File: src/rtl/alu_ctrl_pkg.sv
// Shared types and constants for the ALU control stage: ALU operation codes,
// main-control ALUOp classes and queue sizing.
package alu_ctrl_pkg;

  typedef enum logic [3:0] {
    ALU_AND  = 4'b0000,
    ALU_OR   = 4'b0001,
    ALU_ADD  = 4'b0010,
    ALU_PASS = 4'b0011,
    ALU_XOR  = 4'b0101,
    ALU_SUB  = 4'b0110,
    ALU_SLL  = 4'b0111,
    ALU_EQ   = 4'b1000,
    ALU_NE   = 4'b1001,
    ALU_GE   = 4'b1010,
    ALU_LUI  = 4'b1011,
    ALU_LT   = 4'b1100,
    ALU_SRA  = 4'b1110,
    ALU_SRL  = 4'b1111
  } alu_op_t;

  typedef enum logic [2:0] {
    LDST  = 3'b000,
    BR    = 3'b001,
    RTYPE = 3'b010,
    ITYPE = 3'b011,
    LUI   = 3'b100,
    JUMP  = 3'b101
  } aluop_class_t;

  localparam logic [6:0] FUNCT7_ALT  = 7'b0100000;
  localparam int         QUEUE_DEPTH = 2;

endpackage

File: src/rtl/alu_ctrl_decode.sv
// Combinational decode of ALUOp class + Funct3/Funct7 into an ALU operation
// code and an illegal flag. Illegal encodings always decode to ADD.
module alu_ctrl_decode
  import alu_ctrl_pkg::*;
(
  input  logic [2:0] aluop,
  input  logic [2:0] funct3,
  input  logic [6:0] funct7,
  output alu_op_t    op,
  output logic       illegal
);

  logic    f7_ok;
  logic    is_r;
  alu_op_t raw_op;

  assign f7_ok = (funct7 == 7'b0000000) || (funct7 == FUNCT7_ALT);
  assign is_r  = (aluop == RTYPE);

  always_comb begin
    raw_op  = ALU_ADD;
    illegal = 1'b0;
    case (aluop)
      LDST: raw_op = ALU_ADD;
      BR: begin
        case (funct3)
          3'b000:  raw_op = ALU_EQ;
          3'b001:  raw_op = ALU_NE;
          3'b100:  raw_op = ALU_LT;
          3'b101:  raw_op = ALU_GE;
          default: illegal = 1'b1;
        endcase
      end
      RTYPE, ITYPE: begin
        // I-type ignores Funct7 except on the shifts, where it selects SRA/SRL.
        case (funct3)
          3'b000: begin
            raw_op  = (is_r && funct7[5]) ? ALU_SUB : ALU_ADD;
            illegal = is_r && !f7_ok;
          end
          3'b001: begin
            raw_op  = ALU_SLL;
            illegal = !f7_ok;
          end
          3'b101: begin
            raw_op  = funct7[5] ? ALU_SRA : ALU_SRL;
            illegal = !f7_ok;
          end
          3'b010: begin
            raw_op  = ALU_LT;
            illegal = is_r && !f7_ok;
          end
          3'b100: begin
            raw_op  = ALU_XOR;
            illegal = is_r && !f7_ok;
          end
          3'b110: begin
            raw_op  = ALU_OR;
            illegal = is_r && !f7_ok;
          end
          3'b111: begin
            raw_op  = ALU_AND;
            illegal = is_r && !f7_ok;
          end
          default: illegal = 1'b1;
        endcase
      end
      LUI:     raw_op = ALU_LUI;
      JUMP:    raw_op = ALU_PASS;
      default: illegal = 1'b1;
    endcase
  end

  assign op = illegal ? ALU_ADD : raw_op;

endmodule

File: src/rtl/alu_ctrl_stage.sv
// ALU control stage: decodes at push and buffers {operation, tag} in a 2-entry
// FIFO. Optional ALU_CTRL_ILLEGAL_EN adds out_illegal and illegal_count.
module alu_ctrl_stage
  import alu_ctrl_pkg::*;
#(
  parameter int OPCODE_LENGTH = 4,
  parameter int TAG_WIDTH     = 32,
  parameter int ALUOP_WIDTH   = 3
) (
  input  logic                     clk,
  input  logic                     reset,
  input  logic                     in_valid,
  output logic                     in_ready,
  input  logic [ALUOP_WIDTH-1:0]   ALUOp,
  input  logic [2:0]               Funct3,
  input  logic [6:0]               Funct7,
  input  logic [TAG_WIDTH-1:0]     in_tag,
  input  logic                     flush,
  output logic                     out_valid,
  input  logic                     out_ready,
  output logic [OPCODE_LENGTH-1:0] Operation,
  output logic [TAG_WIDTH-1:0]     out_tag
`ifdef ALU_CTRL_ILLEGAL_EN
  ,
  output logic                     out_illegal,
  output logic [7:0]               illegal_count
`endif
);

  // Handshake: a transfer happens on a rising edge where valid && ready are both
  // high; all outputs are registered, and flush cancels both transfers that cycle.
  alu_op_t dec_op;
  logic    dec_ill;

  alu_ctrl_decode u_decode (
    .aluop   (3'(ALUOp)),
    .funct3  (Funct3),
    .funct7  (Funct7),
    .op      (dec_op),
    .illegal (dec_ill)
  );

  logic [OPCODE_LENGTH-1:0] op_mem  [QUEUE_DEPTH];
  logic [TAG_WIDTH-1:0]     tag_mem [QUEUE_DEPTH];
  logic                     wr_ptr, rd_ptr, rd_ptr_n;
  logic [1:0]               count, count_n;
  logic                     push, pop, head_from_in;

  assign push = in_valid && in_ready && !flush;
  assign pop  = out_valid && out_ready && !flush;

  always_comb begin
    count_n = count;
    case ({push, pop})
      2'b10:   count_n = count + 2'd1;
      2'b01:   count_n = count - 2'd1;
      default: count_n = count;
    endcase
  end

  assign rd_ptr_n = rd_ptr ^ pop;
  // The new head is the incoming entry when it lands in the slot read next.
  assign head_from_in = push && (wr_ptr == rd_ptr_n);

  always_ff @(posedge clk) begin
    if (reset) begin
      count     <= 2'd0;
      wr_ptr    <= 1'b0;
      rd_ptr    <= 1'b0;
      out_valid <= 1'b0;
      in_ready  <= 1'b1;
      Operation <= '0;
      out_tag   <= '0;
    end else if (flush) begin
      count     <= 2'd0;
      wr_ptr    <= 1'b0;
      rd_ptr    <= 1'b0;
      out_valid <= 1'b0;
      in_ready  <= 1'b1;
    end else begin
      if (push) begin
        op_mem[wr_ptr]  <= OPCODE_LENGTH'(dec_op);
        tag_mem[wr_ptr] <= in_tag;
        wr_ptr          <= ~wr_ptr;
      end
      rd_ptr    <= rd_ptr_n;
      count     <= count_n;
      out_valid <= (count_n != 2'd0);
      in_ready  <= (count_n < 2'(QUEUE_DEPTH));
      if (count_n != 2'd0) begin
        Operation <= head_from_in ? OPCODE_LENGTH'(dec_op) : op_mem[rd_ptr_n];
        out_tag   <= head_from_in ? in_tag : tag_mem[rd_ptr_n];
      end
    end
  end

`ifdef ALU_CTRL_ILLEGAL_EN
  logic ill_mem [QUEUE_DEPTH];

  always_ff @(posedge clk) begin
    if (reset) begin
      out_illegal   <= 1'b0;
      illegal_count <= 8'd0;
    end else if (!flush) begin
      if (push) begin
        ill_mem[wr_ptr] <= dec_ill;
        if (dec_ill && (illegal_count != 8'hFF))
          illegal_count <= illegal_count + 8'd1;
      end
      if (count_n != 2'd0)
        out_illegal <= head_from_in ? dec_ill : ill_mem[rd_ptr_n];
    end
  end
`else
  logic unused_ill;
  assign unused_ill = dec_ill;
`endif

endmodule

File: config.mk
export PLATFORM = sky130hd
export DESIGN_NAME = alu_ctrl_stage
export DESIGN_NICKNAME = d
export VERILOG_FILES = /design/src/rtl/alu_ctrl_pkg.sv /design/src/rtl/alu_ctrl_decode.sv /design/src/rtl/alu_ctrl_stage.sv
export SDC_FILE = /design/constraint.sdc
export NUM_CORES = 1
export LEC_CHECK = 0
export ABC_AREA = 1
export CAP_MARGIN = 20
export CORE_ASPECT_RATIO = 1.1
export CORE_MARGIN = 5
export CORE_UTILIZATION = 53
export DETAILED_ROUTE_END_ITERATION = 10
export PLACE_DENSITY = 0.81
export SLEW_MARGIN = 15
export SYNTH_ARGS = -nofsm -noshare
export SYNTH_HDL_FRONTEND = slang
export SYNTH_SLANG_ARGS = --single-unit
File: constraint.sdc
create_clock -name clk -period 3.7 [get_ports clk]
set_clock_uncertainty 0.1 [all_clocks]
set_input_delay 0.555 -clock clk [delete_from_list [all_inputs] [get_ports clk]]
set_output_delay 0.555 -clock clk [all_outputs]
set_load 0.005 [all_outputs]
# After elaboration in Yosys (flattened, before gate mapping)

Memories as Yosys holds them, arrays and structs flattened. A register that Yosys moved wholly into a read port is not among the register bits.
Index checks and enable logic that the tools add are counted.

Input port bits: 50
Output and inout bits: 38
Word-level logic and storage cells: 61
RAM bits: 72
Memories: 2
Register bits: 6

Memory list:

| memory  | words | bits a word | read ports | clocked after Yosys merged registers in | write ports | line                 | RTL |
|---|---|---|---|---|---|---|---|
| tag_mem | 2     | 32          | 1          | 1                                       | 1           | alu_ctrl_stage.sv:44 | `logic [TAG_WIDTH-1:0] tag_mem [QUEUE_DEPTH];` |
| op_mem  | 2     | 4           | 1          | 1                                       | 1           | alu_ctrl_stage.sv:43 | `logic [OPCODE_LENGTH-1:0] op_mem [QUEUE_DEPTH];` |

Bitwise operators: 3
Add/sub/neg operators: 2
Eq/ne operators: 14
Reduce and logical (&&, ||, !) cells: 20
Mux-type cells: 14
Magnitude comparators: 1

Operator list:

| operator                                                              | number |
|---|---|
| 4-bit case mux with 4 select lines                                    | 2 |
| 4-bit case mux with 7 select lines                                    | 1 |
| 3-bit equality test, second input constant                            | 6 |
| 3-bit by 2-bit equality test with 1-bit output, second input constant | 3 |
| 7-bit by 6-bit equality test with 1-bit output, second input constant | 1 |
| 7-bit zero test                                                       | 1 |
| 3-bit by 1-bit equality test with 1-bit output, second input constant | 2 |
| 1-bit logical AND                                                     | 6 |
| 3-bit zero test                                                       | 2 |
| 1-bit 2-to-1 mux                                                      | 6 |
| 2-bit OR reduction                                                    | 3 |
| 5-bit OR reduction                                                    | 1 |
| 4-bit 2-to-1 mux                                                      | 1 |
| 2-bit case mux with 2 select lines                                    | 1 |
| 4-bit OR reduction                                                    | 1 |
| 3-bit 2-to-1 mux                                                      | 1 |
| 1-bit case mux with 3 select lines                                    | 1 |
| 3-bit OR reduction                                                    | 1 |
| 2-bit by 1-bit adder with 2-bit output, second input constant         | 1 |
| 2-bit by 1-bit equality test with 1-bit output, second input constant | 1 |
| 2-bit equality test, second input constant                            | 1 |
| 1-bit zero test                                                       | 2 |
| 2-bit less-than comparator, second input constant                     | 1 |
| 1-bit NOT                                                             | 2 |
| other kinds (6)                                                       | 6 |

# Longest topological paths before layout

Gate-level depths: netlist of run 1.

Word-level depth: 7
Gate-level depth with buffers: 16
Mapped depth without buffers: 15

# By module

From an unflattened synthesis of run 1, not the netlist that was laid out.

Cell total of the unflattened synthesis: 627
Area total of the unflattened synthesis: 5246.3 sq um

By module, submodules not included:

| module          | times used | seq. area each (sq um) | area an instance (sq um) | cells an instance |
|---|---|---|---|---|
| alu_ctrl_stage  | 1          | 3002.9                 | 4936.0                   | 558 |
| alu_ctrl_decode | 1          | 0.0                    | 310.3                    | 69 |

# Least setup slack after synthesis of run 1

Ideal clock, no wire load.

Kind: input-to-reg
Start point: input reset
End point: memory op_mem[0][0] (enable)
Stages on the path: 6
Arrival time: 2632 ps
Path buffers: 1
Data required time: 3171 ps
Setup slack: 538 ps
Library setup time: 429 ps
Cell sequence: buf_2 -> nor2_4 -> inv_1 -> nor2_2 -> inv_1 -> nor2_1

Word-level cells in the longest chain between the ends: 2

RTL lines:

| element                                | line                 | RTL |
|---|---|---|
| start: declaration                     | alu_ctrl_stage.sv:11 | `input logic reset,` |
| 1-bit 2-to-1 mux                       | alu_ctrl_stage.sv:66 | `if (reset) begin` |
| 1-bit 2-to-1 mux (not written as such) | alu_ctrl_stage.sv:82 | `op_mem[wr_ptr] <= OPCODE_LENGTH'(dec_op);` |
| end: declaration                       | alu_ctrl_stage.sv:43 |  |

No other way between the ends.

# Final worst setup path of run 1

Start point: input flush
End point: register out_tag[11], read port of tag_mem

Word-level cells in the longest chain between the ends: 6
Elaborated cells on any way between the ends: 10
Those cells by class: eq/ne: 2; mux: 1; bitwise: 2; reduce/logical: 5

RTL lines:

| element                                                                                      | line                                       | RTL |
|---|---|---|
| start: declaration                                                                           | alu_ctrl_stage.sv:18                       | `input logic flush,` |
| 1-bit zero test                                                                              | alu_ctrl_stage.sv:49, alu_ctrl_stage.sv:50 |  |
| 1-bit logical AND, on equally long branches                                                  | alu_ctrl_stage.sv:50, alu_ctrl_stage.sv:49 |  |
| 2-bit by 1-bit equality test with 1-bit output / 2-bit equality test (equally long branches) | alu_ctrl_stage.sv:54                       | `case ({push, pop})` |
| 2-bit case mux with 2 select lines                                                           | alu_ctrl_stage.sv:54                       |  |
| 2-bit nonzero test                                                                           | alu_ctrl_stage.sv:90                       | `if (count_n != 2'd0) begin` |
| 2-bit AND reduction (no line)                                                                | n/a                                        |  |
| end: declaration                                                                             | alu_ctrl_stage.sv:22                       | `output logic [TAG_WIDTH-1:0] out_tag` |

Parallel ways exist; a longest one is shown, timed or not.
A chain may end at the register's enable or synchronous reset.

==> impl_metrics.tcl, run 1 <==
set metrics [dict create \
    dr.pass1.iters 5 \
    clock_latency_ps 520 \
    powerDensity_nw_per_um2 513 \
    ys_seq_area_share_pct 58.5 \
    cap_viol_max_count 0 \
    cts-root-buf "clkbuf_8" \
    critPathSlowestCell "clkdlybuf4s50_1" \
    reg2reg_to "out_tag[11]" \
    rr_worst_depth 10 \
    die-area_um2 11800 \
    maxSlewHeadroom_pct 49.8 \
    hold_path_class "reg -> reg" \
    ctsResizeCount 0 \
    fillers 707 \
    synthToLayoutAreaGrowth_pct 29.9 \
    nNetsFinal 755 \
    period_share_pct 70.1 \
    yosys_warnings 0 \
    switchingPower_w 0.000737 \
    htree_levels 4 \
    tightest_slew_ps 751 \
    setup_viol 0 \
    wl_per_cell_um 14.4 \
    vias_per_cell 5.17 \
    setup_tns_ps 0 \
    p_comb_share_pct 10.1 \
    rows 37 \
    pwr-share-seq_pct 41.9 \
    irDropWorstVdd_mv 0.282 \
    criticalPathCategory "in -> reg" \
    fin_hold_ws_ps 434 \
    reg2reg_from "out_valid" \
    drc_errors 0 \
    timing.final.max_slew_violations 0 \
    gp_congestion 0.901 \
    cts_tree "built" \
    path_delay_family "simple AND/OR/NAND/NOR gates" \
    clock_path_buffers 2 \
    crit_fanout 37 \
    grt_max_degree 38 \
    synthFlopType "edfxtp_1" \
    die_y_um 113 \
    ys_async_sr_fraction_pct 0 \
    drive_gt1_share_pct 6.70 \
    routed_wl_mm 12.0 \
    rsz0062_at_grt "false" \
    cts.sinks 114 \
    cts_made_buffers 17 \
    max_clock_freq_mhz 386 \
    antenna_found_initial 0 \
    outcome "complete, no violations" \
    n_antenna_cell 0 \
    port_buffers 87 \
    coreArea_um2 9400 \
    syn_avg_cell_area_um2 8.28 \
    fin_crit_ps 2590 \
    drt_iter0_markers 278 \
    grt_overflow 0 \
    cp-startpoint "flush" \
    path_depth 12 \
    crit_path_max_incr_delay_ps 490 \
    hold_buffers 0 \
    die_w_um 104 \
    sw_frac_of_total_pct 21.5 \
    syn_nets 671 \
    yosys.cell_types.count 24 \
    vias 4308 \
    path_cells "clkdlybuf4s50_1 > inv_2 > nand3_2 > nand2_2 > nand2_1 > nand2_1 > nand3_4 > inv_4 > nand2_1 > nand3_1 > nand2_1 > inv_1" \
    start_util_pct 54.6 \
    synth_top_area_share_pct 42.1 \
    ios 88 \
    hold_violations 0 \
    syn-cell-area_um2 5130 \
    ys_ff_latch 114 \
    placed_area_um2 6060 \
    critPathCaptureType "flip-flop" \
    p_clk_share_pct 48.0 \
    grt_pass1_wl_mm 19.9 \
    p_int_w 0.00269 \
    stdcell_area_um2 6670 \
    cp_common_cell "nand2_1" \
    grt_use_total_pct 21.1 \
    critPathLaunchType "input pin" \
    cts.reportedPaths.clkPinSlew_ps 50 \
    syn-instance-count 620 \
    yosys-top-cells-area "edfxtp_1 42%, nand2_1 19%, dfxtp_1 16%, nand3_1 8.1%, inv_1 4.3%" \
    synth_edf_count 72 \
    r2r_slack_ps 1370 \
    grt_pass1_vias 4278 \
    final_antenna_net_count 0 \
    cts_setup_buffers 0 \
    critPathRequiredTime_ps 4060 \
    synth_top_area_cell "edfxtp_1" \
    critical_path.endpoint "out_tag[11]" \
    cp_num_buf_inv 4 \
    dp_hpwl_mm 7.90 \
    p_leak_nw 3.05 \
    crit_arrival_ps 2950 \
]
-- worst register-to-register path: stages, from the launching register on --
cell     delay [ps]
dfxtp_1         360
nand3_2         100
nand2_2         230
nand2_1         120
nand2_1         140
nand3_4         390
inv_4           480
nand2_1         110
nand3_1         100
nand2_1          70
inv_1            70
-- state kept, by name (all words and copies together), names as in the netlist --
register / cells
Operation: 4
count: 2
in_ready: 1
op_mem: 8
out_tag: 32
out_valid: 1
rd_ptr: 1
tag_mem: 64
wr_ptr: 1
-- worst min-delay path by stage --
stage	startpoint	to	slack [ps]	depth (start not counted)
2_1_floorplan	wr_ptr	wr_ptr	380	1
3_3_place_gp	count[1]	in_ready	410	3
3_5_place_dp	out_tag[12]	out_tag[12]	430	4
4_1_cts	out_tag[12]	out_tag[12]	440	4
5_1_grt	out_tag[13]	out_tag[13]	470	4
6_report	out_tag[12]	out_tag[12]	430	4
-- power by group through the flow --
stage | Clock, W | Sequential [W] | Combinational [W]
3_5_place_dp | 0 | 0.00146 | 0.000343
3_3_place_gp | 0 | 0.00146 | 0.000331
2_1_floorplan | 0 | 0.00146 | 0.000163
4_1_cts | 0.00166 | 0.00143 | 0.000347
5_1_grt | 0.00173 | 0.00144 | 0.000384
6_report | 0.00164 | 0.00143 | 0.000345
-- cells by family after synthesis --
family / count (synthesis) / synth area share [%]
fa+ha+maj: 1 / 0.244
compound gates: 8 / 0.780
xor+xnor: 1 / 0.171
simple gates: 403 / 32.4
flops: 114 / 58.5
buf+inv: 93 / 7.90
-- final cells by class --
cell class	count	area [um2]	share of cell area, %
well taps	117	146	2.20
flip-flops and latches	114	3000	45.0
multi-input cells	413	1740	26.1
clock buffers	19	442	6.62
repair buffers	96	938	14.1
clock inverters	12	163	2.44
inverters	62	235	3.53
-- through the flow --
stage / utilization, % / total power, W / std cells / setup slack (ps)
floorplan: - / 0.00162 / 620 / 538
global placement: 64.5 / 0.00179 / 802 / 763
detailed placement: 64.5 / 0.00180 / 802 / 596
CTS: 70.9 / 0.00344 / 833 / 1120
global route: 70.9 / 0.00355 / 833 / 928
finish: 70.9 / 0.00342 / 833 / 1110
-- cells in the mapped netlist, types with 2 or more instances --
master,instances
nand2_1,258
nand3_1,83
edfxtp_1,72
inv_1,59
nor2_1,53
dfxtp_1,42
buf_2,13
clkbuf_1,12
a21oi_1,4
buf_6,4
o21ai_0,4
buf_4,2
nand3_2,2
nand4_1,2
-- routing by layer --
layer,up-vias,part of all wire (%),global-route usage [%]
li1,2129,-,-
met1,1971,37,22.4
met2,184,53,38.0
met3,24,7.6,7.36
met4,0,1.9,9.15
met5,-,0,0
-- layout by cell type (no fill, tap or decap) --
cell             netlist  layout
nand2_1              258     258
clkdlybuf4s50_1        0      87
nand3_1               83      83
edfxtp_1              72      72
inv_1                 59      59
nor2_1                53      51
dfxtp_1               42      42
clkbuf_16              0      16
buf_4                  2       9
a21oi_1                4       4
o21ai_0                4       4
clkinv_2               0       4
bufinv_16              0       4
nor2_4                 1       3
clkinv_1               1       3
clkbuf_8               0       3
nand3_2                2       2
nand4_1                2       2
clkinvlp_4             0       2
nand3b_1               1       1
inv_2                  1       1
nor2_2                 1       1
nand2_2                1       1
nand3_4                1       1
inv_4                  1       1
xor2_1                 1       1
ha_1                   1       1
(Power assumes the default switching activity.)
==> inputs of run 2 (changes only) <==
==> constraint.sdc (replaced) <==
create_clock -name clk -period 2.6 [get_ports clk]
set_clock_uncertainty 0.1 [all_clocks]
set_input_delay 0.39 -clock clk [delete_from_list [all_inputs] [get_ports clk]]
set_output_delay 0.39 -clock clk [all_outputs]
set_load 0.005 [all_outputs]
==> run 2 against run 1 <==
  * Final area grew 2.5%
  * Routed wire length up 9.4%
  * Sequential share of layout area shrank 1.1 points
  * Cell count rose by 1.1%
  * Largest power group unchanged
  * Largest cell class unchanged
  * Hold slack got worse by 45 ps
  * Count of clock-buffer cells in the layout grew 1
  * Worst setup slack got worse by 650 ps
  * Register-to-register slack got worse by 840 ps
  * Utilization up 1.8 points
  * Combinational power is 50% higher
  * Global-route usage is 1.7 points higher
  * Sequential power is 43% higher
==> impl_metrics.tcl, run 2 (same netlist as run 1, synthesis figures left out) <==
set metrics [dict create \
    outcome "complete, no violations" \
    final_antenna_net_count 0 \
    fin_crit_ps 2140 \
    largest_registers "tag_mem (64), out_tag (32), op_mem (8)" \
    routed.top_layer "met4" \
    vias_per_cell 5.30 \
    routed_wl_mm 13.1 \
    wl_per_cell_um 15.5 \
    ctsResizeCount 0 \
    drc_errors 0 \
    critPathRequiredTime_ps 2910 \
    crit_fanout 28 \
    utilization_pct 72.7 \
    die_y_um 113 \
    clock_path_buffers 2 \
    hold_violations 0 \
    powerDensity_nw_per_um2 743 \
    cts.reportedPaths.clkPinSlew_ps 60 \
    met1_length_mm 4.97 \
    cts_made_buffers 17 \
    reg2reg_to "out_tag[30]" \
    max_clock_freq_mhz 467 \
    grt_use_total_pct 22.8 \
    whs_path_depth 1 \
    start_util_pct 54.6 \
    irDropWorstVdd_mv 0.614 \
    layout_commonest_cell "nand2_1" \
    min_from "in_tag[14]" \
    hold_buffers 0 \
    top_register "tag_mem" \
    critPathLaunchType "input pin" \
    rows 37 \
    grt_pass1_vias 4532 \
    wl_met2_mm 6.99 \
    period_share_pct 82.4 \
    nNetsFinal 763 \
    timing.final.max_slew_violations 0 \
    antenna_found_initial 0 \
    reg2reg_from "in_ready" \
    vias 4460 \
    maxSlewHeadroom_pct 51.7 \
    crit_arrival_ps 2450 \
    htree_levels 4 \
    drive_gt1_share_pct 7.59 \
    tightest_slew_ps 723 \
    cts_tree "built" \
    synthToLayoutAreaGrowth_pct 33.2 \
    min_to "tag_mem[1][14]" \
    cts.sinks 114 \
    die_w_um 104 \
    cts-root-buf "clkbuf_8" \
    dp_slack_ps -7.63 \
    port_buffers 87 \
    grt_overflow 0 \
    grt_max_degree 37 \
    dp_hpwl_mm 7.89 \
    cts_setup_buffers 0 \
    clock_latency_ps 520 \
    rsz0062_at_grt "false" \
    hold_path_class "in -> reg" \
    criticalPathCategory "in -> reg" \
    dr_wl_met3_um 791 \
    p_leak_nw 3.13 \
    drt_iter0_markers 356 \
    grt_pass1_wl_mm 21.5 \
    cap_viol_max_count 0 \
    largest_register_ffs 64 \
    rr_worst_depth 11 \
    coreArea_um2 9400 \
    die-area_um2 11800 \
    n_antenna_cell 0 \
    dr.pass1.iters 5 \
    critPathCaptureType "flip-flop" \
    gp_congestion 0.934 \
    finalWorstSetupSlack_ps 457 \
    setup_viol 0 \
    layout_common_cells "258 x nand2_1, 87 x clkdlybuf4s50_1, 83 x nand3_1, 72 x edfxtp_1, 59 x inv_1" \
    ios 88 \
    r2r_slack_ps 530 \
]
[run 2: routing by layer]
layer,global-route usage (%),up-vias
li1,-,2149
met1,24.7,2092
met2,41.8,187
met3,5.02,32
met4,11.3,0
met5,0,-
[run 2: layout make-up]
| type | count | area [um2] |
|---|---|---|
| well taps | 117 | 146 |
| clock buffers | 20 | 425 |
| inverters | 62 | 235 |
| flip-flops and latches | 114 | 3000 |
| repair buffers | 104 | 1070 |
| clock inverters | 12 | 213 |
| fillers | 631 | 2560 |
| multi-input cells | 413 | 1740 |
[run 2: critical path: stages]
cell and delay, ps:
clkdlybuf4s50_1 490, inv_2 70, nand3_2 70, inv_1 50, ha_1 300, xor2_1 210, nand3_1 120, nand2_1 90
clkinv_1 150, buf_12 210, nor2_1 110, nor2_1 60, nand2_1 90, inv_1 40
[run 2: where the power goes]
part | internal, W | total (W) | switching, W
sequential | 0.00200 | 0.00204 | 0.0000417
combinational | 0.000255 | 0.000518 | 0.000264
clock | 0.00174 | 0.00252 | 0.000778
[run 2: worst max-delay path by stage]
stage	start	end	depth (start not counted)
after CTS	flush	out_tag[30]	16
final	flush	out_tag[30]	14
after detailed placement	flush	out_tag[22]	16
after global placement	flush	Operation[0]	14
after global routing	flush	out_tag[30]	16
after floorplan	reset	op_mem[0][0]	6
[run 2: through the flow]
stage                     setup TNS [ps]  power [W]  area, um2  cells  hold slack (ps)
after floorplan                   -28550    0.00231       5130    620              380
after global placement                 0    0.00257       6200    810              407
after detailed placement           -7.63    0.00259       6200    810              426
after CTS                              0    0.00510       6840    842              368
after global routing                   0    0.00526       6840    842              368
final                                  0    0.00508       6840    842              389
